$ cat config.mk
export PLATFORM = sky130hd
export DESIGN_NAME = op_share_arbiter_flat
export DESIGN_NICKNAME = d
export VERILOG_FILES = /design/src/rtl/op_share_arbiter_pkg.sv /design/src/rtl/op_share_arbiter_if.sv /design/src/rtl/op_share_arbiter_rr_grant.sv /design/src/rtl/op_share_arbiter.sv /design/src/flat_wrapper.sv
export SDC_FILE = /design/constraint.sdc
export NUM_CORES = 1
export LEC_CHECK = 0
export CAP_MARGIN = 20
export CORE_UTILIZATION = 25
export DETAILED_ROUTE_END_ITERATION = 10
export GPL_TIMING_DRIVEN = 0
export PLACE_DENSITY = 0.6
export RECOVER_POWER = 25
export SETUP_SLACK_MARGIN = 0.5
export SLEW_MARGIN = 20
export SYNTH_ARGS = -nofsm -noshare
export SYNTH_HDL_FRONTEND = slang
export SYNTH_HIERARCHICAL = 1
export SYNTH_SLANG_ARGS = --single-unit
$ cat constraint.sdc
create_clock -name CLK -period 4.3 [get_ports CLK]
set_clock_uncertainty 0.15 [all_clocks]
set_input_delay 0.43 -clock CLK [delete_from_list [all_inputs] [get_ports CLK]]
set_output_delay 0.43 -clock CLK [all_outputs]
set_load 0.1 [all_outputs]
$ cat src/rtl/op_share_arbiter_pkg.sv
// Shared types and helpers for blocks that time-share one dataflow operator
// between several requesting graph nodes.
package op_share_arbiter_pkg;

  localparam int MAX_M  = 16;
  localparam int MAX_TW = 4;

  typedef struct packed {
    logic              any;
    logic [MAX_TW-1:0] g;
  } pick_t;

  function automatic int tag_width(input int m);
    return (m > 1) ? $clog2(m) : 1;
  endfunction

  function automatic logic [MAX_M-1:0] onehot(input logic [MAX_TW-1:0] tag);
    logic [MAX_M-1:0] v;
    v      = '0;
    v[tag] = 1'b1;
    return v;
  endfunction

  // First requester at or after ptr, wrapping modulo m.
  function automatic pick_t rr_pick(input logic [MAX_M-1:0] req,
                                    input logic [MAX_TW-1:0] ptr,
                                    input int m);
    pick_t p;
    int    idx;
    p.any = 1'b0;
    p.g   = ptr;
    for (int k = 0; k < MAX_M; k++) begin
      if (k < m) begin
        idx = (int'(ptr) + k) % m;
        if (!p.any && req[idx]) begin
          p.any = 1'b1;
          p.g   = idx[MAX_TW-1:0];
        end
      end
    end
    return p;
  endfunction

endpackage

$ cat src/rtl/op_share_arbiter_if.sv
// Requester and operator token buses of the operator-sharing arbiter.
interface op_share_arbiter_if #(
  parameter int N = 16,
  parameter int M = 4
);
  logic           EN;
  logic [M-1:0]   REQ_R;
  logic [M*N-1:0] REQ_D;
  logic [M-1:0]   REQ_ACK;
  logic           OP_EN;
  logic           OP_R_IN;
  logic [N-1:0]   OP_D_IN;
  logic           OP_R_OUT;
  logic [N-1:0]   OP_D_OUT;
  logic [M-1:0]   RES_R;
  logic [N-1:0]   RES_D;
  logic           BUSY;
  logic           ERR;

  modport slave (
    input  EN, REQ_R, REQ_D, OP_R_OUT, OP_D_OUT,
    output REQ_ACK, OP_EN, OP_R_IN, OP_D_IN, RES_R, RES_D, BUSY, ERR
  );

  modport master (
    output EN, REQ_R, REQ_D, OP_R_OUT, OP_D_OUT,
    input  REQ_ACK, OP_EN, OP_R_IN, OP_D_IN, RES_R, RES_D, BUSY, ERR
  );
endinterface

$ cat src/rtl/op_share_arbiter_rr_grant.sv
// Combinational round-robin picker: one-hot grant and its index, starting at ptr.
module op_share_arbiter_rr_grant
  import op_share_arbiter_pkg::*;
#(
  parameter int M  = 4,
  parameter int TW = 2
) (
  input  logic [M-1:0]  req,
  input  logic [TW-1:0] ptr,
  output logic [M-1:0]  gnt,
  output logic [TW-1:0] g,
  output logic          any
);

  logic [MAX_M-1:0]  req_ext;
  logic [MAX_M-1:0]  oh;
  logic [MAX_TW-1:0] ptr_ext;
  pick_t             pick;
  logic              unused_bits;

  always_comb begin
    req_ext          = '0;
    req_ext[M-1:0]   = req;
    ptr_ext          = '0;
    ptr_ext[TW-1:0]  = ptr;
    pick             = rr_pick(req_ext, ptr_ext, M);
    oh               = onehot(pick.g);
    any              = pick.any;
    g                = pick.g[TW-1:0];
    gnt              = pick.any ? oh[M-1:0] : '0;
  end

  assign unused_bits = ^{oh, pick.g};

endmodule

$ cat src/rtl/op_share_arbiter.sv
// Round-robin sharing of one fixed-latency operator between M requesters; each issued
// token is tagged so the operator result can be routed back to its originator.
module op_share_arbiter
  import op_share_arbiter_pkg::*;
#(
  parameter int N   = 16,
  parameter int M   = 4,
  parameter int LAT = 1
) (
  input logic              CLK,
  input logic              RST,
  op_share_arbiter_if.slave bus
);

  localparam int TW = tag_width(M);
  localparam int CW = $clog2(LAT + 1);

  logic [TW-1:0] ptr;
  logic [M-1:0]  gnt;
  logic [TW-1:0] g;
  logic          any;
  logic          grant;
  logic [TW-1:0] sel;
  logic          vld_p [LAT];
  logic [TW-1:0] tag_p [LAT];
  logic [M-1:0]  res_r;
  logic          res_any;
  logic [CW-1:0] count;
  logic          err;

  op_share_arbiter_rr_grant #(.M(M), .TW(TW)) u_rr_grant (
    .req (bus.REQ_R),
    .ptr (ptr),
    .gnt (gnt),
    .g   (g),
    .any (any)
  );

  // A token acked while RST is high would be lost, so reset suppresses the grant.
  assign grant       = bus.EN & any & ~RST;
  assign sel         = grant ? g : ptr;
  assign bus.REQ_ACK = grant ? gnt : '0;
  assign bus.OP_EN   = bus.EN;
  assign bus.OP_R_IN = grant;
  assign bus.OP_D_IN = bus.REQ_D[int'(sel)*N +: N];

  always_ff @(posedge CLK) begin
    if (RST)
      ptr <= '0;
    else if (grant)
      ptr <= (int'(g) == M - 1) ? '0 : g + 1'b1;
  end

  // Tag pipe stage 0 .. LAT-1, aligned with the operator's internal stages
  always_ff @(posedge CLK) begin
    if (RST) begin
      for (int s = 0; s < LAT; s++) vld_p[s] <= 1'b0;
    end else if (bus.EN) begin
      vld_p[0] <= grant;
      for (int s = 1; s < LAT; s++) vld_p[s] <= vld_p[s-1];
    end
  end

  always_ff @(posedge CLK) begin
    if (bus.EN) begin
      tag_p[0] <= g;
      for (int s = 1; s < LAT; s++) tag_p[s] <= tag_p[s-1];
    end
  end

  // Result routing from the last tag stage
  always_comb begin
    res_r = '0;
    if (bus.EN && !RST && bus.OP_R_OUT && vld_p[LAT-1]) begin
      for (int i = 0; i < M; i++) res_r[i] = (int'(tag_p[LAT-1]) == i);
    end
  end

  assign res_any   = |res_r;
  assign bus.RES_R = res_r;
  assign bus.RES_D = bus.OP_D_OUT;

  always_ff @(posedge CLK) begin
    if (RST)
      count <= '0;
    else if (grant && !res_any)
      count <= count + 1'b1;
    else if (!grant && res_any)
      count <= count - 1'b1;
  end

  always_ff @(posedge CLK) begin
    if (RST)
      err <= 1'b0;
    else if (bus.EN && (bus.OP_R_OUT != vld_p[LAT-1]))
      err <= 1'b1;
  end

  assign bus.BUSY = (count != '0);
  assign bus.ERR  = err;

endmodule

$ cat src/flat_wrapper.sv
// flat-port wrapper written by rule: the top's interface ports become plain ports
module op_share_arbiter_flat import op_share_arbiter_pkg::*;
#(
  parameter int N   = 16,
  parameter int M   = 4,
  parameter int LAT = 1
)
  (CLK, RST, bus_EN, bus_REQ_R, bus_REQ_D, bus_OP_R_OUT, bus_OP_D_OUT, bus_REQ_ACK, bus_OP_EN, bus_OP_R_IN, bus_OP_D_IN, bus_RES_R, bus_RES_D, bus_BUSY, bus_ERR);
  op_share_arbiter_if #(.N(N), .M(M)) bus_i ();
  input logic CLK;
  input logic RST;
  input wire logic [$bits(bus_i.EN)-1:0] bus_EN;
  input wire logic [$bits(bus_i.REQ_R)-1:0] bus_REQ_R;
  input wire logic [$bits(bus_i.REQ_D)-1:0] bus_REQ_D;
  input wire logic [$bits(bus_i.OP_R_OUT)-1:0] bus_OP_R_OUT;
  input wire logic [$bits(bus_i.OP_D_OUT)-1:0] bus_OP_D_OUT;
  output wire logic [$bits(bus_i.REQ_ACK)-1:0] bus_REQ_ACK;
  output wire logic [$bits(bus_i.OP_EN)-1:0] bus_OP_EN;
  output wire logic [$bits(bus_i.OP_R_IN)-1:0] bus_OP_R_IN;
  output wire logic [$bits(bus_i.OP_D_IN)-1:0] bus_OP_D_IN;
  output wire logic [$bits(bus_i.RES_R)-1:0] bus_RES_R;
  output wire logic [$bits(bus_i.RES_D)-1:0] bus_RES_D;
  output wire logic [$bits(bus_i.BUSY)-1:0] bus_BUSY;
  output wire logic [$bits(bus_i.ERR)-1:0] bus_ERR;
  assign bus_i.EN = bus_EN;
  assign bus_i.REQ_R = bus_REQ_R;
  assign bus_i.REQ_D = bus_REQ_D;
  assign bus_i.OP_R_OUT = bus_OP_R_OUT;
  assign bus_i.OP_D_OUT = bus_OP_D_OUT;
  assign bus_REQ_ACK = bus_i.REQ_ACK;
  assign bus_OP_EN = bus_i.OP_EN;
  assign bus_OP_R_IN = bus_i.OP_R_IN;
  assign bus_OP_D_IN = bus_i.OP_D_IN;
  assign bus_RES_R = bus_i.RES_R;
  assign bus_RES_D = bus_i.RES_D;
  assign bus_BUSY = bus_i.BUSY;
  assign bus_ERR = bus_i.ERR;
  op_share_arbiter #(.N(N), .M(M), .LAT(LAT)) u_core (.CLK(CLK), .RST(RST), .bus(bus_i));
endmodule
; ---- Word-level counts from Yosys, hierarchy flattened
; Memories as Yosys holds them, arrays and structs flattened.
; Index checks and enable logic that the tools add are counted.
; W data, S select, Z words.
[classes]
n_reduce_logical = 23
n_bitwise = 6
n_addsub = 6
n_lt_le_gt_ge = 6
n_mux = 32
shift = 1
eq_ne = 5
[ops]
columns = operator, n
row1 = $shiftx A64 B7 Y16, 1
row2 = $mux W5, 4
row3 = $lt A3 B6 Y1 const B, 3
row4 = $mux W1, 18
row5 = $mux W4, 3
row6 = $logic_and A1 B1 Y1, 10
row7 = $bmux W1 S3, 3
row8 = $logic_not A1 Y1, 6
row9 = $reduce_or A2 Y1, 3
row10 = $lt A2 B5 Y1 const B, 1
row11 = $lt A4 B5 Y1 const B, 1
row12 = $add A2 B1 Y2 const B, 2
row13 = $add A2 B2 Y2 const B, 2
row14 = $demux W1 S4, 1
row15 = $eq A2 B1 Y1 const B, 2
row16 = $eq A2 B2 Y1 const B, 2
row17 = $ge A4 B1 Y1 const B, 1
row18 = $mux W2, 2
row19 = $reduce_or A4 Y1, 1
row20 = $and A1 B1 Y1 const A, 3
row21 = $and A1 B1 Y1, 2
row22 = $bmux W1 S2, 1
row23 = $logic_not A2 Y1, 1
row24 = $reduce_bool A2 Y1, 1
row25 = other kinds (5), 5
[word_totals]
in_bits = 88
ramBits = 3
mem_count = 2
word_cells = 84
register_bits = 4
[memory_table]
columns = name, words, word_bits, read_ports, rd_clocked_by_memory_dff, write_ports, line_no
row1 = u_core.tag_p, 1, 2, 1, 0, 1, op_share_arbiter.sv:25  ; logic [TW-1:0] tag_p [LAT];
row2 = u_core.vld_p, 1, 1, 1, 0, 1, op_share_arbiter.sv:24  ; logic vld_p [LAT];

; ---- Logic depth before layout (Yosys ltp)
; Gate-level depths: netlist of run 1.
[depth]
depth_word = 20
ltp_mapped = 9
mapped_depth_nobuf = 6

; ---- Hierarchy
; Netlist of run 1, hierarchy kept.
[by_module_without_submodules]
columns = module, cells_per_inst, area_per_inst_um2, n_inst
row1 = op_share_arbiter, 147, 1589.0, 1
row2 = op_share_arbiter_rr_grant, 30, 182.7, 1

; ---- Worst setup path after synthesis of run 1
; Ideal clock, no wire load.
[synth_path]
path_type = input port to output port
startpoint = input RST
endpoint = output bus_RES_R[2]
path_stages = 2
path_slack_ps = -71
t_arrival_ps = 3791
n_path_buf = 1
required_time_ps = 3720
cell_sequence = clkbuf_1 -> nor4b_1
[synth_between]
elab_chain_len = 5
[synth_rtl]
columns = item, line_no
row1 = "start, declared", flat_wrapper.sv:11  ; input logic RST;
row2 = $logic_not A1 Y1, op_share_arbiter.sv:74  ; if (bus.EN && !RST && bus.OP_R_OUT && vld_p[LAT-1]) begin
row3 = $logic_and A1 B1 Y1 (3 in a row), op_share_arbiter.sv:74
row4 = $mux W4, op_share_arbiter.sv:74
row5 = "end, declared", flat_wrapper.sv:21  ; output wire logic [$bits(bus_i.RES_R)-1:0] bus_RES_R;
; No other way between the ends.

; ---- Worst setup path after layout of run 1
[layout_path]
startpoint = input bus_REQ_R[0]
endpoint = output bus_OP_D_IN[6]
[layout_between]
word_cells_on_any_way = 25
[layout_rtl]
columns = item, line_no
row1 = "start, declared", flat_wrapper.sv:13  ; input wire logic [$bits(bus_i.REQ_R)-1:0] bus_REQ_R;
row2 = $bmux W1 S2, op_share_arbiter_pkg.sv:35  ; if (!p.any && req[idx]) begin
row3 = $mux W1 (implied by the code), op_share_arbiter_pkg.sv:35
row4 = $mux W5, op_share_arbiter_pkg.sv:35
row5 = $logic_not A1 Y1, op_share_arbiter_pkg.sv:35
row6 = $logic_and A1 B1 Y1, op_share_arbiter_pkg.sv:35
row7 = $mux W5, op_share_arbiter_pkg.sv:35
row8 = $logic_not A1 Y1, op_share_arbiter_pkg.sv:35
row9 = $logic_and A1 B1 Y1, op_share_arbiter_pkg.sv:35
row10 = $mux W5, op_share_arbiter_pkg.sv:35
row11 = $logic_not A1 Y1, op_share_arbiter_pkg.sv:35
row12 = $logic_and A1 B1 Y1, op_share_arbiter_pkg.sv:35
row13 = $mux W5 (*), op_share_arbiter_pkg.sv:35
row14 = named net u_core.g[0], op_share_arbiter.sv:20  ; logic [TW-1:0] g;
row15 = $mux W2 (*), op_share_arbiter.sv:41  ; assign sel = grant ? g : ptr;
row16 = $shiftx A64 B7 Y16 (*), op_share_arbiter.sv:45  ; assign bus.OP_D_IN = bus.REQ_D[int'(sel)*N +: N];
row17 = "end, declared", flat_wrapper.sv:20  ; output wire logic [$bits(bus_i.OP_D_IN)-1:0] bus_OP_D_IN;
; The timed path passes the listed nets; every way through them passes the cells marked *. The select of a mux whose other input is x is not followed.

==> results of run 1 <==
## timing repair
| action | CTS | global route |
|---|---|---|
| pin swaps | 0 | 0 |
| setup endpoints to repair | 19 | 16 |
| hold endpoints to repair | 0 | 0 |
| gates resized for setup | 39 | 32 |
| buffers inserted | 0 | 0 |
## flip-flops by register name, summed over array words and instances, names as in the netlist
signal / flops
u_core/ptr: 2
u_core/tag_p: 2
u_core/bus.BUSY: 1
u_core/bus.ERR: 1
u_core/vld_p: 1
## logic make-up after synthesis
family | count (synthesis) | share of synthesized area (%)
multiplexers | 33 | 47.0
AO/OA/AOI/OAI | 17 | 6.64
XOR/XNOR | 1 | 0.494
AND/OR/NAND/NOR | 83 | 21.3
flip-flops | 7 | 9.60
buffers and inverters | 35 | 14.2
adder cells (fa/ha/maj) | 1 | 0.706
## metal layers
layer / wire length (um) / vias to the layer above / share of wire, % / track usage [%]
li1: - / 906 / - / -
met1: 1980 / 859 / 38 / 16.4
met2: 2790 / 81 / 54 / 27.2
met3: 386 / 2 / 7.5 / 2.76
met4: 19 / 0 / 0.37 / 2.58
met5: 0 / - / 0 / 0
## tightest hold or removal path, cell delays in order (launching register included)
cell     delay (ns)
dfxtp_1        0.32
a21oi_1        0.04
nor2_1         0.07
## per-stage QoR
step | setup TNS (ns) | instance area (um2) | util [%] | std cells
6_report | 0 | 3020 | 44.2 | 392
2_1_floorplan | 0 | 1780 | - | 177
4_1_cts | 0 | 3100 | 45.4 | 392
5_1_grt | 0 | 3020 | 44.2 | 392
3_5_place_dp | -0.0626 | 3060 | 44.7 | 388
3_3_place_gp | -0.0737 | 3060 | 44.7 | 388
## power breakdown
group	switching (W)	internal, W
combinational	0.000359	0.000196
clock	0.0000312	0.0000629
sequential	0.00000592	0.0000765
## synth_stat cells (all sizes together), types with 2 or more instances
| cell | n | area, um2 |
|---|---|---|
| a22o | 2 | 17.5 |
| mux4 | 32 | 822 |
| nand2 | 53 | 199 |
| nand3 | 2 | 10.0 |
| clkbuf | 3 | 11.3 |
| buf | 28 | 225 |
| a21oi | 6 | 30.0 |
| edfxtp | 3 | 90.1 |
| nor2b | 3 | 18.8 |
| and3b | 2 | 17.5 |
| or3 | 2 | 12.5 |
| dfxtp | 4 | 80.1 |
| and2 | 4 | 25.0 |
| o21ai | 3 | 15.0 |
| inv | 4 | 15.0 |
| nor2 | 7 | 26.3 |
## area by class of cell
class                           count  area share, %
Sequential cell                     7           5.64
Multi-Input combinational cell    135           45.1
Clock inverter                      1          0.166
Tap cell                           96           3.98
Clock buffer                        3           1.37
Timing Repair Buffer              115           35.4
Buffer                             31           7.84
Inverter                            4          0.498
## final timing paths
path | to | slack [ns] | depth (start not counted)
worst min register to register | u_core/bus.ERR$_SDFFE_PP0P_ | 0.31 | 2
worst min-delay path | u_core/bus.ERR$_SDFFE_PP0P_ | 0.31 | 2
worst max register to register | u_core/ptr[0]$_SDFFE_PP0P_ | 2.32 | 5
worst max-delay path | bus_OP_D_IN[6] | 0.58 | 10
==> results.py, run 1 <==
metrics = {
    "grt": {
        "grt-ovfl-total": 0,
        "grt_max_degree": 11,
        "grt_pass1_vias": 1835,
        "antenna_found_initial": 0,
        "grt_pass1_wl_mm": 8.34,
        "grt_usage_pct": 14.2,
    },
    "placed_design": {
        "place_hpwl_mm": 4.23,
        "port_buffers": 115,
        "place_congestion": 0.836,
        "dp_slack_ns": -0.0521,
    },
    "setup_path": {
        "cpPeakStageDelay_ns": 0.63,
        "required_ns": 3.72,
        "cp-start-kind": "input pin",
        "crit_top_cell": "buf_2",
        "slowest_stage": "dlygate4sd3_1",
        "crit_buf_inv": 4,
        "path_delay_family": "buffers and inverters",
        "path_max_fanout": 10,
        "cp-end-kind": "output port",
        "reg2reg_from": "u_core/ptr[0]$_SDFFE_PP0P_",
        "cp.arrival_ns": 3.14,
        "crit_chain": "dlygate4sd3_1 > nor2b_1 > or3_1 > a22oi_2 > buf_2 > buf_2 > mux4_2 > nand2_1 > nand2_1 > buf_2",
        "crit_start": "bus_REQ_R[0]",
        "crit_type": "input pin to output port",
    },
    "routing": {
        "postRouteWirelength_mm": 5.17,
        "wl_per_cell_um": 13.2,
        "first_iter_violations": 44,
        "drc": 0,
        "viasPerCell": 4.71,
        "ant_nets": 0,
        "first_pass_iters": 4,
        "vias": 1848,
    },
    "timing": {
        "fin_crit_sh_pct": 86.5,
        "fmax_mhz": 269,
        "slew-limit-headroom_pct": 35.0,
        "period_minus_slack_ns": 3.72,
        "drv_slew": 0,
        "timing.hold.ws_ns": 0.311,
        "worstMarginPinSlew_ns": 0.972,
        "hold_violations": 0,
        "worst_slack_ns": 0.578,
        "setup_viol": 0,
        "grt_setup_unrepaired": "true",
    },
    "min_path": {
        "hold_class": "flop to flop",
        "hp-start": "u_core/bus.ERR$_SDFFE_PP0P_",
    },
    "synth": {
        "async_flop_share_pct": 0,
        "synth-seq-area-share_pct": 9.60,
        "syn_nets": 266,
        "syn_inst": 177,
        "avgSynthCellArea_um2": 10.0,
        "synthFlopType": "dfxtp_1",
        "synth_edf_count": 3,
        "ys_ff_latch": 7,
        "synthDistinctLibCells": 39,
        "synth_warnings": 6,
        "syn_area_um2": 1770,
    },
    "cts": {
        "cts_hold_buf": 0,
        "clk_pin_slew_ns": 0.04,
        "clockBufferDepth": 2,
        "numCtsBuffers": 3,
        "cts-root-buf": "clkbuf_8",
        "clock_sinks": 7,
        "cts_tree": "yes",
        "htree_num_levels": 1,
        "clk-insertion-delay-late_ns": 0.23,
    },
    "power": {
        "leakage_nw": 1.27,
        "ir_worst_vdd_v": 0.0000992,
        "powerDensity_nw_per_um2": 243,
        "power_w": 0.000732,
    },
    "finish": {
        "final_cell_mix": "clkdlybuf4s50_1, nand2_1, mux4_1",
        "final_nets": 386,
        "fillers": 692,
        "area_growth_pct": 70.3,
        "drive_gt1_share_pct": 19.9,
        "layout_commonest_cell": "clkdlybuf4s50_1",
        "multi_input_area_um2": 1360,
        "regArea_um2": 170,
        "antenna_cells": 0,
    },
    "run": {
        "drv_cap": 0,
    },
    "floorplan": {
        "die_x_um": 86.2,
        "fp-row-count": 30,
        "dieArea_um2": 7430,
        "core_um2": 6830,
        "fp.dieH_um": 86.2,
        "initial_core_util_pct": 25.9,
        "boundaryPins": 132,
    },
    "run_status": {
        "status": "finished clean",
    },
}
No activity file was read; power rests on OpenSTA's default activity.
==> run 2: changes to the inputs <==
--- a/config.mk
+++ b/config.mk
@@ -10,7 +10,6 @@
 export DETAILED_ROUTE_END_ITERATION = 10
 export GPL_TIMING_DRIVEN = 0
 export PLACE_DENSITY = 0.6
-export RECOVER_POWER = 25
 export SETUP_SLACK_MARGIN = 0.5
 export SLEW_MARGIN = 20
 export SYNTH_ARGS = -nofsm -noshare
==> results.py, run 2 (synthesis gave the netlist of run 1 again) <==
metrics = {
    "run_status": {
        "status": "finished clean",
    },
    "cts": {
        "clockBufferDepth": 2,
        "cts_hold_buf": 0,
        "cts_setup_buffers": 0,
        "numCtsBuffers": 3,
        "cts_tree": "yes",
        "clk_pin_slew_ns": 0.04,
        "cts-root-buf": "clkbuf_8",
        "clock_sinks": 7,
        "htree_num_levels": 1,
        "clk-insertion-delay-late_ns": 0.23,
    },
    "placed_design": {
        "place_hpwl_mm": 4.23,
        "port_buffers": 115,
        "place_congestion": 0.836,
        "dp.cells": 388,
    },
    "floorplan": {
        "dieArea_um2": 7430,
        "core_um2": 6830,
        "fp.dieH_um": 86.2,
        "die_x_um": 86.2,
        "initial_core_util_pct": 25.9,
        "fp-row-count": 30,
        "boundaryPins": 132,
    },
    "routing": {
        "wl_per_cell_um": 13.2,
        "vias": 1846,
        "ant_nets": 0,
        "first_pass_iters": 4,
        "first_iter_violations": 44,
        "viasPerCell": 4.71,
        "postRouteWirelength_mm": 5.17,
        "drc": 0,
    },
    "timing": {
        "slew-limit-headroom_pct": 35.1,
        "hold_violations": 0,
        "fin_crit_sh_pct": 84.3,
        "worstMarginPinSlew_ns": 0.970,
        "timing.hold.ws_ns": 0.311,
        "period_minus_slack_ns": 3.63,
        "drv_slew": 0,
        "tns_ns": 0,
        "fmax_mhz": 276,
        "grt_setup_unrepaired": "true",
        "setup_viol": 0,
    },
    "finish": {
        "antenna_cells": 0,
        "final_nets": 386,
        "drive_gt1_share_pct": 19.9,
        "post-route-util_pct": 44.2,
        "final_cell_mix": "clkdlybuf4s50_1, nand2_1, mux4_1",
        "largestRegisters": "u_core/ptr (2), u_core/tag_p (2)",
        "layout_commonest_cell": "clkdlybuf4s50_1",
        "fillers": 692,
        "area_growth_pct": 70.3,
        "layoutNonFillerInstCount": 392,
    },
    "grt": {
        "antenna_found_initial": 0,
        "grt_pass1_vias": 1835,
        "grt_max_degree": 11,
        "grt_pass1_wl_mm": 8.34,
        "grt-ovfl-total": 0,
        "grt_usage_pct": 14.2,
    },
    "setup_path": {
        "cp-end-kind": "output port",
        "cp-start-kind": "input pin",
        "path_max_fanout": 10,
        "required_ns": 3.72,
        "crit_type": "input pin to output port",
        "cp.arrival_ns": 3.05,
    },
    "run": {
        "drv_cap": 0,
    },
    "power": {
        "leakage_nw": 1.26,
        "powerDensity_nw_per_um2": 243,
        "ir_worst_vdd_v": 0.0000992,
        "power_w": 0.000734,
    },
    "min_path": {
        "hold_class": "flop to flop",
    },
}
-- run 2: cell types whose count changed in the layout (fill, tap and decap cells not counted), sizes merged --
| cell | before | now |
|---|---|---|
| dlygate4sd3 | 9 | 0 |
| clkdlybuf4s50 | 87 | 96 |
-- run 2: final timing paths --
check | from | to | slack [ns] | cells after the start
max | bus_REQ_R[0] | bus_OP_D_IN[6] | 0.67 | 10
min | u_core/bus.ERR$_SDFFE_PP0P_ | u_core/bus.ERR$_SDFFE_PP0P_ | 0.31 | 2
max reg2reg | u_core/ptr[0]$_SDFFE_PP0P_ | u_core/ptr[0]$_SDFFE_PP0P_ | 2.32 | 5
min reg2reg | u_core/bus.ERR$_SDFFE_PP0P_ | u_core/bus.ERR$_SDFFE_PP0P_ | 0.31 | 2
-- run 2: layout make-up --
cell class,instances,area [um2],share of cell area (%)
multi-input cells,135,1360,45.1
inverters,4,15.0,0.498
repair buffers,115,1070,35.4
well taps,96,120,3.98
clock buffers,3,41.3,1.37
plain buffers,31,236,7.84
clock inverters,1,5.00,0.166
flip-flops and latches,7,170,5.64
-- run 2: power breakdown --
group | switching (W) | internal (W)
Sequential | 0.00000592 | 0.0000765
Clock | 0.0000312 | 0.0000629
Combinational | 0.000360 | 0.000198
Total | 0.000397 | 0.000337
-- run 2: per-stage QoR --
| step | setup slack [ns] | area, um2 |
|---|---|---|
| CTS | 0.523 | 3100 |
| floorplan | 0.863 | 1780 |
| global placement | -0.0496 | 3060 |
| global route | 0.493 | 3020 |
| finish | 0.674 | 3020 |
| detailed placement | -0.0521 | 3060 |
-- run 2: critical path, stage by stage --
cell	delay, ns
clkdlybuf4s50_1	0.52
nor2b_1	0.21
or3_1	0.36
a22oi_2	0.17
buf_2	0.26
buf_2	0.30
mux4_2	0.23
nand2_1	0.05
nand2_1	0.07
buf_2	0.43
-- run 2: routing by layer --
layer / part of all wire (%) / vias to the layer above / track usage [%]
li1: - / 906 / -
met1: 38 / 857 / 16.4
met5: 0 / - / 0
met4: 0.37 / 0 / 2.58
met3: 7.5 / 2 / 2.76
met2: 54 / 81 / 27.2
-- run 2: timing repair --
item | 4_1_cts | 5_1_grt
hold endpoints to repair | 0 | 0
setup endpoints to repair | 19 | 16
pin swaps | 0 | 0
resized for setup | 39 | 32
==> run 3: changes to the inputs <==
==> constraint.sdc (replaced) <==
create_clock -name CLK -period 3.7 [get_ports CLK]
set_clock_uncertainty 0.15 [all_clocks]
set_input_delay 0.37 -clock CLK [delete_from_list [all_inputs] [get_ports CLK]]
set_output_delay 0.37 -clock CLK [all_outputs]
set_load 0.1 [all_outputs]
==> results.py, run 3 (synthesis gave the netlist of run 1 again) <==
metrics = {
    "power": {
        "switching_power_w": 0.000460,
        "swShare_pct": 53.0,
        "power_frac_comb_pct": 76.6,
        "p_int_w": 0.000407,
        "power_frac_seq_pct": 11.1,
        "powerDensity_nw_per_um2": 281,
        "ir_worst_vdd_v": 0.000134,
        "power_w": 0.000867,
        "clkPwrFrac_pct": 12.3,
        "leakage_nw": 1.34,
    },
    "min_path": {
        "hold_class": "flop to flop",
        "whs_endpoint": "u_core/bus.ERR$_SDFFE_PP0P_",
        "hold_depth": 2,
        "hp-start": "u_core/bus.ERR$_SDFFE_PP0P_",
    },
    "timing": {
        "hold_violations": 0,
        "grt_setup_unrepaired": "false",
        "period_minus_slack_ns": 3.10,
        "drv_slew": 0,
        "setup_viol": 0,
        "fmax_mhz": 322,
        "worstMarginPinSlew_ns": 0.976,
        "fin_crit_sh_pct": 83.9,
        "slew-limit-headroom_pct": 34.7,
    },
    "setup_path": {
        "rr_worst_depth": 6,
        "reg2reg_from": "u_core/ptr[0]$_SDFFE_PP0P_",
        "r2r_slack_ns": 1.65,
        "cp.arrival_ns": 2.58,
        "path_max_fanout": 9,
        "crit_type": "input pin to output port",
        "required_ns": 3.18,
        "cp-start-kind": "input pin",
        "cp-end-kind": "output port",
        "r2r_end": "u_core/ptr[0]$_SDFFE_PP0P_",
    },
    "floorplan": {
        "die_x_um": 86.2,
        "dieArea_um2": 7430,
        "fp-row-count": 30,
        "boundaryPins": 132,
        "fp.dieH_um": 86.2,
        "core_um2": 6830,
        "initial_core_util_pct": 25.9,
    },
    "routing": {
        "vias": 1842,
        "postRouteWirelength_mm": 5.29,
        "viasPerCell": 4.69,
        "wl_per_cell_um": 13.5,
        "first_iter_violations": 43,
        "drc": 0,
        "ant_nets": 0,
        "first_pass_iters": 4,
    },
    "run": {
        "drv_cap": 0,
    },
    "cts": {
        "cts_tree": "yes",
        "clock_sinks": 7,
        "cts_hold_buf": 0,
        "clockBufferDepth": 2,
        "numCtsBuffers": 3,
        "clk_pin_slew_ns": 0.04,
        "htree_num_levels": 1,
        "cts-root-buf": "clkbuf_8",
        "clk-insertion-delay-late_ns": 0.22,
    },
    "placed_design": {
        "place_congestion": 0.711,
        "place_hpwl_mm": 4.25,
        "port_buffers": 115,
        "dp.cells": 388,
    },
    "finish": {
        "layoutNonFillerInstCount": 393,
        "regArea_um2": 170,
        "largestRegisters": "u_core/ptr (2), u_core/tag_p (2)",
        "layout_commonest_cell": "clkdlybuf4s50_1",
        "post-route-util_pct": 45.1,
        "fillers": 681,
        "final_nets": 387,
        "final_cell_mix": "clkdlybuf4s50_1, nand2_1, buf_4",
        "antenna_cells": 0,
        "multi_input_area_um2": 1370,
        "drive_gt1_share_pct": 21.2,
        "area_growth_pct": 73.9,
    },
    "grt": {
        "grt_pass1_wl_mm": 8.35,
        "grt_usage_pct": 14.0,
        "grt_max_degree": 11,
        "antenna_found_initial": 0,
        "grt_pass1_vias": 1824,
        "grt-ovfl-total": 0,
    },
    "run_status": {
        "status": "finished clean",
    },
}
run 3: cell count changes in the layout (fill, tap and decap cells not counted), moves of 2 or more:
cell | previous run | this run
buf_2 | 17 | 11
clkdlybuf4s18_2 | 0 | 2
dlymetal6s2s_1 | 0 | 5
buf_6 | 2 | 4
buf_4 | 17 | 28
clkdlybuf4s50_1 | 96 | 89
clkbuf_2 | 6 | 0
run 3: final cells by class:
cell class	count	share of cell area [%]
Tap cell	96	3.90
Multi-Input combinational cell	135	44.4
Inverter	4	0.487
Clock buffer	4	1.46
Timing Repair Buffer	116	36.2
Sequential cell	7	5.52
Buffer	31	8.08
run 3: worst max path at each step:
stage | from | endpoint | depth (start not counted)
after global routing | bus_REQ_R[3] | bus_REQ_ACK[0] | 8
after floorplan | RST | bus_RES_R[1] | 2
after CTS | bus_REQ_R[0] | bus_OP_D_IN[13] | 10
after detailed placement | bus_REQ_R[0] | bus_OP_D_IN[6] | 10
final | bus_EN | bus_RES_R[3] | 4
after global placement | bus_REQ_R[0] | bus_OP_D_IN[6] | 10
run 3: what timing repair did:
item / 4_1_cts / 5_1_grt
cloned: 0 / 0
pin swaps: 0 / 0
resized for setup: 105 / 7
setup endpoints to repair: 21 / 22
buffers inserted: 1 / 0
endpoints found under the hold margin: 0 / 0
run 3: power groups by stage:
stage	registers, W	clock network (W)	logic, W
4_1_cts	0.0000961	0.000111	0.000669
6_report	0.0000961	0.000107	0.000664
3_3_place_gp	0.0000974	0	0.000673
5_1_grt	0.0000976	0.000118	0.000698
3_5_place_dp	0.0000973	0	0.000677
2_1_floorplan	0.000112	0	0.000473
run 3: worst max-delay path, stage by stage:
cell,delay [ns]
clkdlybuf4s50_1,0.66
nand4_1,0.19
nor3b_2,0.20
clkdlybuf4s50_1,1.15
run 3: routing by layer:
layer | part of all wire [%] | GRT usage (%) | vias up
li1 | - | - | 907
met1 | 42 | 16.9 | 857
met2 | 51 | 26.0 | 78
met3 | 7.4 | 3.33 | 0
met4 | 0 | 1.36 | 0
met5 | 0 | 0 | -
run 3: metrics by stage:
step | setup TNS, ns | worst slack, ns | instance area, um2 | hold slack [ns]
floorplan | 0 | 0.505 | 1790 | 0.332
global route | 0 | 0.502 | 3080 | 0.373
global placement | -5.67 | -0.519 | 3060 | 0.304
CTS | 0 | 0.502 | 3070 | 0.321
detailed placement | -5.78 | -0.527 | 3060 | 0.310
finish | 0 | 0.597 | 3080 | 0.312
